===== config.mk =====
export PLATFORM = sky130hd
export DESIGN_NAME = seven_seg_disp_sel
export DESIGN_NICKNAME = d
export VERILOG_FILES = /design/src/rtl/seven_seg_disp_sel.sv
export SDC_FILE = /design/constraint.sdc
export NUM_CORES = 1
export LEC_CHECK = 0
export CAP_MARGIN = 20
export CORE_MARGIN = 8
export CORE_UTILIZATION = 47
export CTS_BUF_LIST = sky130_fd_sc_hd__clkbuf_8
export CTS_CLUSTER_DIAMETER = 100
export DETAILED_ROUTE_END_ITERATION = 7
export HOLD_SLACK_MARGIN = 0.05
export PLACE_DENSITY_LB_ADDON = 0.3
export SLEW_MARGIN = 10
export SYNTH_ARGS = -nofsm -noshare
export SYNTH_HDL_FRONTEND = slang
export SYNTH_SLANG_ARGS = --single-unit

===== constraint.sdc =====
create_clock -name clk -period 6.98 [get_ports clk]
set_input_delay 1.396 -clock clk [delete_from_list [all_inputs] [get_ports clk]]
set_output_delay 1.396 -clock clk [all_outputs]
set_load 0.03 [all_outputs]

===== src/rtl/seven_seg_disp_sel.sv =====
// Source selector for the seven-segment display word: CPU GPIO register or one of NCH debug taps,
// chosen manually or by a dwell-timed auto-scan. disp_num is fully registered.
module seven_seg_disp_sel #(
  parameter int               DATA_W    = 32,
  parameter int               NCH       = 7,
  parameter int               SEL_W     = 3,
  parameter int               SCAN_DIV  = 50_000_000,
  parameter logic [NCH-1:0]   WADDR_MSK = '0,
  parameter logic [31:0]      RST_VAL   = 32'h12345678
) (
  input  logic                  clk,
  input  logic                  reset_n,
  input  logic                  cpu_we,
  input  logic [DATA_W-1:0]     cpu_data,
  input  logic [SEL_W-1:0]      test_sel,
  input  logic                  auto_scan,
  input  logic                  freeze,
  input  logic [NCH*DATA_W-1:0] test_data,
  output logic [DATA_W-1:0]     disp_num,
  output logic [SEL_W-1:0]      cur_src,
  output logic                  scan_tick
);

  localparam int                CNT_W    = (SCAN_DIV > 2) ? $clog2(SCAN_DIV) : 1;
  localparam logic [DATA_W-1:0] RST_WORD = DATA_W'(RST_VAL);
  localparam logic [SEL_W-1:0]  LAST_SRC = SEL_W'(NCH);
  localparam logic [CNT_W-1:0]  LAST_CNT = CNT_W'(SCAN_DIV - 1);

  logic [DATA_W-1:0] cpu_reg;
  logic [SEL_W-1:0]  scan_idx;
  logic [CNT_W-1:0]  dwell_cnt;
  logic              auto_scan_d;

  logic              scan_edge;
  logic              scan_wrap;
  logic [SEL_W-1:0]  start_idx;
  logic [SEL_W-1:0]  scan_cur;
  logic [SEL_W-1:0]  scan_nxt;
  logic [CNT_W-1:0]  cnt_cur;
  logic [SEL_W-1:0]  src;
  logic [DATA_W-1:0] tap;
  logic [DATA_W-1:0] nxt_num;

  // On the rising edge of auto_scan the restart values are used in the same cycle,
  // so the first dwell period is exactly SCAN_DIV cycles long.
  always_comb begin
    scan_edge = auto_scan & ~auto_scan_d;
    start_idx = (test_sel > LAST_SRC) ? '0 : test_sel;
    scan_cur  = scan_edge ? start_idx : scan_idx;
    cnt_cur   = scan_edge ? '0 : dwell_cnt;
    src       = auto_scan ? scan_cur : test_sel;
    scan_wrap = auto_scan && (cnt_cur == LAST_CNT);
    scan_nxt  = (scan_cur == LAST_SRC) ? '0 : scan_cur + 1'b1;

    tap     = '0;
    nxt_num = disp_num;
    if (src == '0)
      nxt_num = cpu_we ? cpu_data : cpu_reg;
    for (int k = 1; k <= NCH; k++) begin
      if (src == SEL_W'(k)) begin
        tap     = test_data[k*DATA_W-1 -: DATA_W];
        nxt_num = WADDR_MSK[k-1] ? (tap >> 2) : tap;
      end
    end
  end

  // cpu_reg ignores freeze; everything else, including the edge detector, stalls under freeze.
  always_ff @(posedge clk or negedge reset_n) begin
    if (!reset_n) begin
      cpu_reg     <= RST_WORD;
      disp_num    <= RST_WORD;
      cur_src     <= '0;
      scan_idx    <= '0;
      dwell_cnt   <= '0;
      auto_scan_d <= 1'b0;
      scan_tick   <= 1'b0;
    end else begin
      if (cpu_we)
        cpu_reg <= cpu_data;
      if (freeze) begin
        scan_tick <= 1'b0;
      end else begin
        auto_scan_d <= auto_scan;
        disp_num    <= nxt_num;
        cur_src     <= src;
        scan_tick   <= scan_wrap;
        if (!auto_scan) begin
          dwell_cnt <= '0;
        end else if (scan_wrap) begin
          dwell_cnt <= '0;
          scan_idx  <= scan_nxt;
        end else begin
          dwell_cnt <= cnt_cur + 1'b1;
          scan_idx  <= scan_cur;
        end
      end
    end
  end

endmodule


# Word-level counts from Yosys, hierarchy flattened
# Cells that the tools add are included.
# word_totals
ff_bits	98
input_bits	264
out_inout_bits	36
elab_cells	45
# classes
add_sub_neg	2
n_lt_le_gt_ge	1
n_eq_ne	9
n_mux	18
n_bitwise	3
n_reduce_logical	5
# ops
op	n
32-bit two-way mux	9
26-bit two-way mux	3
26-bit by 1-bit adder with 26-bit output (second input constant)	1
26-bit == test (second input constant)	1
3-bit == test (second input constant)	5
3-bit two-way mux	5
8-bit nonzero test	1
3-bit by 2-bit == test with 1-bit output (second input constant)	2
2-bit AND reduction	2
3-bit by 1-bit adder with 3-bit output (second input constant)	1
3-bit by 1-bit == test with 1-bit output (second input constant)	1
3-bit greater-than comparator (second input constant)	1
3-bit logical NOT	1
1-bit inverter	2
1-bit bitwise AND	1
1-bit logical AND	1
1-bit two-way mux	1

# Logic depth before layout (Yosys ltp)
# Gate-level depths: netlist (run 1).
# logic_depth
word_depth	13
ltp_mapped	13

# Worst setup path after synthesis (run 1)
# OpenSTA, ideal clock, no wires.
# synth_timing
path_type	in2reg
from	input auto_scan
to	register dwell_cnt[9]
t_arrival_ps	3762
setup_slack_ps	3094
stages	13
n_path_buf	4
path_cell_list	buf_2 -> nand2b_1 -> clkbuf_1 -> clkbuf_1 -> and2_1 -> ha_1 -> nand3_1 -> nor3_1 -> and4b_1 -> nor2_1 -> buf_6 -> and3_1 -> a211o_1
# synth_between
elab_chain_cells	6
word_cells_on_any_way	7
# synth_lines
item	line_no	rtl
start, declared	16	input logic auto_scan,
branches (longest 5 deep; another with 26-bit by 1-bit adder with 26-bit output)	-	
26-bit two-way mux (*)	87	if (!auto_scan) begin
end signal, assigned	93	dwell_cnt <= cnt_cur + 1'b1;
end, declared	31	logic [CNT_W-1:0] dwell_cnt;
# Mark *: on every way between the ends.
# A chain may end at the register's enable or synchronous reset.

# Worst setup path in the final report (run 1)
# layout_timing
from	input auto_scan
to	register disp_num[30]
# layout_between
elab_chain_cells	11
word_cells_on_any_way	20
# layout_lines
item	line_no	rtl
1-bit bitwise AND	47	scan_edge = auto_scan & ~auto_scan_d;
3-bit two-way mux	49	scan_cur = scan_edge ? start_idx : scan_idx;
3-bit two-way mux (*)	51	src = auto_scan ? scan_cur : test_sel;
3-bit by 1-bit == test with 1-bit output	60	if (src == SEL_W'(k)) begin
32-bit two-way mux (7 in series)	60	
end signal, assigned	84	disp_num <= nxt_num;
end, declared	19	output logic [DATA_W-1:0] disp_num,
# Mark *: on every way between the ends. The rest lies on a longest branch, timed or not.

==> qor.txt, run 1 <==
Outcome = completed
Die area = 17800 sq um
Setup Crit Path Kind = in -> reg
Vias in the first global route = 7426
Maximum buffer depth of the clock tree = 2
Clock-pin slew on the worst setup and hold paths = 0.10 ns
Die boundary height = 133 um
Initial core utilization = 47.4%
Share of layout cells above drive strength 1 = 10.4%
Fmax = 224 MHz
HPWL after DPL = 20.6 mm
Final Hold Fails = 0
TritonCTS clock tree = done
Mapped Nets = 1011
Critical path's largest stage delay = 0.64 ns
Syn avg cell area = 8.70 sq um
DR vias = 7619
Rows = 43
CP startpoint kind = input pin
DRC Markers = 0
Max H-tree Level = 3
Cts hold-fix bufs = 0
Synth area leader = dfrtp_1
DR vias/cell = 6.39
Post-synth EDFFs = 0
Largest net degree at the start of global routing = 84
# setup viols final = 0
Synth Instances = 745
Root Buffer Master = clkbuf_8
Hold Slack = 0.498 ns
# nets final = 1271
P_leak = 3.69 nW
Leading cell type in the layout, fill and taps excluded = clkdlybuf4s50_1
Die extent in x = 133 um
Top-Level Pins = 300
Starting DRT DRC Count = 743
Crit share post-route = 64.1%
Slew HR = 34.0%
Max-slew violation count = 0
Setup bufs post-CTS = 0
Pwr dens = 183 nW/um^2
WL final = 28.1 mm
Ys async rst share = 100%
Reg-to-Reg End = disp_num[30]
Min-delay src = cur_src[1]
Yosys top cell area share = 27.8%
Worst-Margin Slew = 0.990 ns
Critical R2R Launch = auto_scan_d
I/O Buffers = 299
Post-synthesis sequential area ratio = 38.3%
Reg2reg path depth = 8
Fin crit period = 4.47 ns
Iteration count of the initial detailed-routing pass = 6
Peak supply drop = 0.146 mV
Worst Hold End = cur_src[1]
Post-synthesis compound-gate area fraction = 32.7%
Worst EP required = 7.22 ns
CTS sink count = 98
Clk_skew = 0.0126 ns
Crit path max-delay cell type = mux2i_4
Num CTS Buffers = 9
Area grow syn2layout = 51.7%
Wire length per cell = 23.6 um
Largest cells by area after synthesis = dfrtp_1, a21oi_1, dfstp_2, o22ai_1, a22oi_1
Core Util, Final = 72.0%
Gr ovfl total = 0
Min-Delay Path Depth = 2
TNS Setup = 0 ns
Core Area = 13700 sq um
Worst path cell trace = clkdlybuf4s50_1, and2_2, mux2i_4, buf_4, and2_1, buf_8, o22ai_1, a21oi_1, a21oi_1
First-pass GRT wire length = 42.6 mm
Overall routing resource usage = 30.3%
Initial antenna violation count = 2
Crit path capture type = register
Xor and xnor fraction of the mapped netlist area = 0%
Hold crit path type = reg -> reg
Adder-cell share of the synthesized area = 0.386%
CTS resizes = 0
Yosys reg bits = 98
RSZ-0062 raised after global routing = no
Most frequent cells in the layout = clkdlybuf4s50_1, a21oi_1, dfrtp_1, o22ai_1, nand2_1
Main combinational cell family by area after synthesis = compound AO/OA/AOI/OAI gates
Gpl congestion = 0.977
Post-synth cell types = 58
YS warnings = 0
CP Max Fanout = 19
Clock insertion delay at the later pin of the skew report = 0.39 ns
Arr. time, crit path = 4.72 ns
Mux contribution to synthesized area = 10.3%
Cell Area, Synth = 6480 sq um
Fillers = 1085
Post-route ant nets = 0
Synth Flop Type = dfrtp_1
Flop-to-flop setup slack = 3.60 ns
Crit-path most repeated cell = a21oi_1
Synth Area in Simple Gates = 12.9%
MaxCap Viol Count = 0
critical path: cells and delay by family:
family	cells	cell delay, ns
buffers and inverters	3	1.23
AND/OR/NAND/NOR	2	1.08
multiplexers	1	0.64
AO/OA/AOI/OAI	3	0.36
worst max-delay path by stage:
stage | startpoint | endpoint | cells after the start
2_1_floorplan | auto_scan | dwell_cnt[9] | 13
3_3_place_gp | auto_scan | disp_num[30] | 8
3_5_place_dp | auto_scan | disp_num[30] | 8
4_1_cts | auto_scan | disp_num[30] | 8
5_1_grt | auto_scan | disp_num[27] | 9
6_report | auto_scan | disp_num[30] | 9
final cells by class:
cell class / count / area, sq um / area share (%)
multi-input combinational: 567 / 3700 / 37.6
clock buffer: 10 / 138 / 1.40
tap: 180 / 225 / 2.29
clock inverter: 6 / 57.6 / 0.585
timing repair buffer: 314 / 3170 / 32.2
inverter: 15 / 56.3 / 0.573
antenna: 2 / 5.00 / 0.0509
sequential: 98 / 2480 / 25.3
cells in the mapped netlist (all sizes together), types with 2 or more instances:
library cell / n
and2: 8
o21a: 2
nor2b: 4
buf: 25
dfrtp: 72
nor2: 18
o31ai: 2
nor3b: 2
or3: 4
and3: 5
mux2i: 34
o211ai: 7
ha: 2
nand2: 51
nand2b: 4
a2bb2oi: 29
a21oi: 142
mux2: 29
clkbuf: 40
a22oi: 44
or2: 2
nor3: 10
nand4b: 2
a211o: 7
nor4: 4
o21ai: 36
inv: 15
o22ai: 58
a211oi: 4
nand3: 25
a31oi: 6
dfstp: 26
nand4: 12
per-layer routing:
layer | track usage, % | vias to the layer above | share of wire (%)
li1 | - | 3380 | -
met1 | 35.8 | 3643 | 38
met2 | 49.0 | 499 | 47
met3 | 8.02 | 97 | 10
met4 | 17.3 | 0 | 5.1
met5 | 0 | - | 0
power by group:
| group | internal [W] | switching (W) |
|---|---|---|
| Sequential | 0.000649 | 0.0000438 |
| Clock | 0.000173 | 0.000210 |
| Combinational | 0.000350 | 0.000372 |
| Total | 0.00117 | 0.000626 |
per-stage QoR:
step / worst slack [ns] / cell area [sq um] / std cells / power, W
2_1_floorplan: 3.09 / 6480 / 745 / 0.00107
3_3_place_gp: 2.04 / 9540 / 1170 / 0.00140
3_5_place_dp: 1.93 / 9560 / 1171 / 0.00141
4_1_cts: 2.33 / 9760 / 1187 / 0.00179
5_1_grt: 2.36 / 9830 / 1192 / 0.00188
6_report: 2.51 / 9830 / 1192 / 0.00180
kinds of logic (layout without fill, tap and decap cells):
family	count (synthesis)	in the layout
DFF	98	98
adders and majority gates	2	2
buffers and inverters	80	345
muxes	63	63
and+or+nand+nor	158	158
AOI/OAI and AO/OA	344	344
other	0	2
Power figures use the tool's default switching activity.
==> run 2, diff against run 1 <==
Settings changed: CORE_UTILIZATION 47 to 43.
Clock period 6.98 ns to 4.3 ns, I/O delays scaled along.
==> qor.txt, run 2 (synthesized netlist as in run 1, its figures left out) <==
Die extent in x = 139 um
Vias in the first global route = 7419
P_leak = 3.71 nW
Worst Setup SP = auto_scan
DR vias/cell = 6.12
Final instance area = 9860 sq um
Non-Filler Instances = 1204
Top-Level Pins = 300
Switching Share = 33.8%
Clock power share = 22.6%
Clock-pin slew on the worst setup and hold paths = 0.08 ns
CP startpoint kind = input pin
Fmax = 289 MHz
HPWL after DPL = 20.4 mm
Die boundary height = 139 um
Gr ovfl total = 0
Most frequent cells in the layout = clkdlybuf4s50_1, a21oi_1, dfrtp_1, o22ai_1, nand2_1
Die area = 19300 sq um
Rows = 45
Delay-heaviest family, CP = simple AND/OR/NAND/NOR gates
Root Buffer Master = clkbuf_8
Fin crit period = 3.46 ns
Area grow syn2layout = 52.1%
Reg power frac = 37.8%
Placed inst area = 9650 sq um
Initial core utilization = 43.3%
Comb pwr share = 39.7%
Buffers & Inverters on Critical Path = 2
MaxCap Viol Count = 0
Clk_skew = 0.0177 ns
RSZ-0062 raised after global routing = no
CTS resizes = 0
Fin worst setup slack = 0.835 ns
Placed Cells = 1188
Largest net degree at the start of global routing = 67
Leading cell type in the layout, fill and taps excluded = clkdlybuf4s50_1
TritonCTS clock tree = done
Setup Crit Path Kind = in -> reg
CTS sink count = 98
Post-route ant nets = 0
Clock insertion delay at the later pin of the skew report = 0.39 ns
Share of layout cells above drive strength 1 = 10.7%
Crit path capture type = register
Min-delay src = cur_src[1]
Critical path's largest stage delay = 0.65 ns
Wire length per cell = 22.7 um
TNS Setup = 0 ns
Overall routing resource usage = 27.7%
Slew HR = 40.1%
Arr. time, crit path = 3.76 ns
Pwr dens = 300 nW/um^2
Outcome = completed
Net switching power figure = 0.00100 W
Num CTS Buffers = 9
Worst EP required = 4.60 ns
I/O Buffers = 299
Cts hold-fix bufs = 0
First-pass GRT wire length = 42.1 mm
Fillers = 1243
Crit path max-delay cell type = clkdlybuf4s50_1
Internal = 0.00196 W
Seq. cell area = 2480 sq um
DRC Markers = 0
Final Hold Fails = 0
Worst path cell trace = clkdlybuf4s50_1, nand2b_1, and2_1, ha_1, nand3_1, nor3_1, and4b_1, nor2_1, buf_4, o21ai_0, a2bb2oi_1
Initial antenna violation count = 0
Hold crit path type = reg -> reg
Worst-Margin Slew = 0.899 ns
Iteration count of the initial detailed-routing pass = 5
WL final = 27.4 mm
Max-slew violation count = 0
# nets final = 1277
Max H-tree Level = 3
Setup bufs post-CTS = 0
# diodes = 0
CP Max Fanout = 11
Core Area = 15000 sq um
Multi-input logic area = 3700 sq um
Critical R2R Launch = auto_scan_d
Gpl congestion = 0.988
Crit share post-route = 80.6%
DP Worst Slack = 0.456 ns
Peak supply drop = 0.196 mV
Starting DRT DRC Count = 562
Maximum buffer depth of the clock tree = 2
DR vias = 7370
# setup viols final = 0
[run 2: per-stage QoR]
| stage | hold WS [ns] | total power [W] | utilization (%) |
|---|---|---|---|
| global route | 0.516 | 0.00311 | 65.8 |
| finish | 0.494 | 0.00296 | 65.8 |
| floorplan | 0.457 | 0.00173 | - |
| CTS | 0.501 | 0.00298 | 65.8 |
| detailed placement | 0.481 | 0.00230 | 64.4 |
| global placement | 0.472 | 0.00229 | 64.4 |
[run 2: worst min-delay path, cell delays in order, from the launching register on]
cell and delay (ns):
dfrtp_1 0.35, nand2_1 0.05, o21ai_0 0.06
[run 2: final cells by class]
class | count | area share [%]
Clock buffer | 10 | 1.40
Sequential cell | 98 | 25.2
Clock inverter | 6 | 0.774
Timing Repair Buffer | 320 | 32.1
Tap cell | 188 | 2.39
Inverter | 15 | 0.571
Multi-Input combinational cell | 567 | 37.5
[run 2: power by group through the flow]
stage          clock network, W  registers (W)  logic (W)
4_1_cts                0.000688        0.00112    0.00118
5_1_grt                0.000723        0.00113    0.00125
2_1_floorplan                 0        0.00125   0.000478
3_5_place_dp                  0        0.00113    0.00117
6_report               0.000668        0.00112    0.00117
3_3_place_gp                  0        0.00113    0.00116
[run 2: worst paths after layout]
check	end	slack [ns]	depth (start not counted)
setup / recovery	dwell_cnt[20]	0.84	11
hold / removal	cur_src[1]	0.49	2
setup reg to reg	dwell_cnt[9]	1.37	10
hold reg to reg	cur_src[1]	0.49	2
max in group asynchronous	disp_num[14]	2.82	2
min in group asynchronous	dwell_cnt[22]	0.60	1
[run 2: layer usage]
layer	share of wire (%)	GRT usage (%)	vias up	wire, um
li1	-	-	3390	-
met1	40	32.6	3516	10900
met2	47	46.1	386	12900
met3	8.3	6.78	78	2280
met4	4.9	14.7	0	1350
met5	0	0	-	0
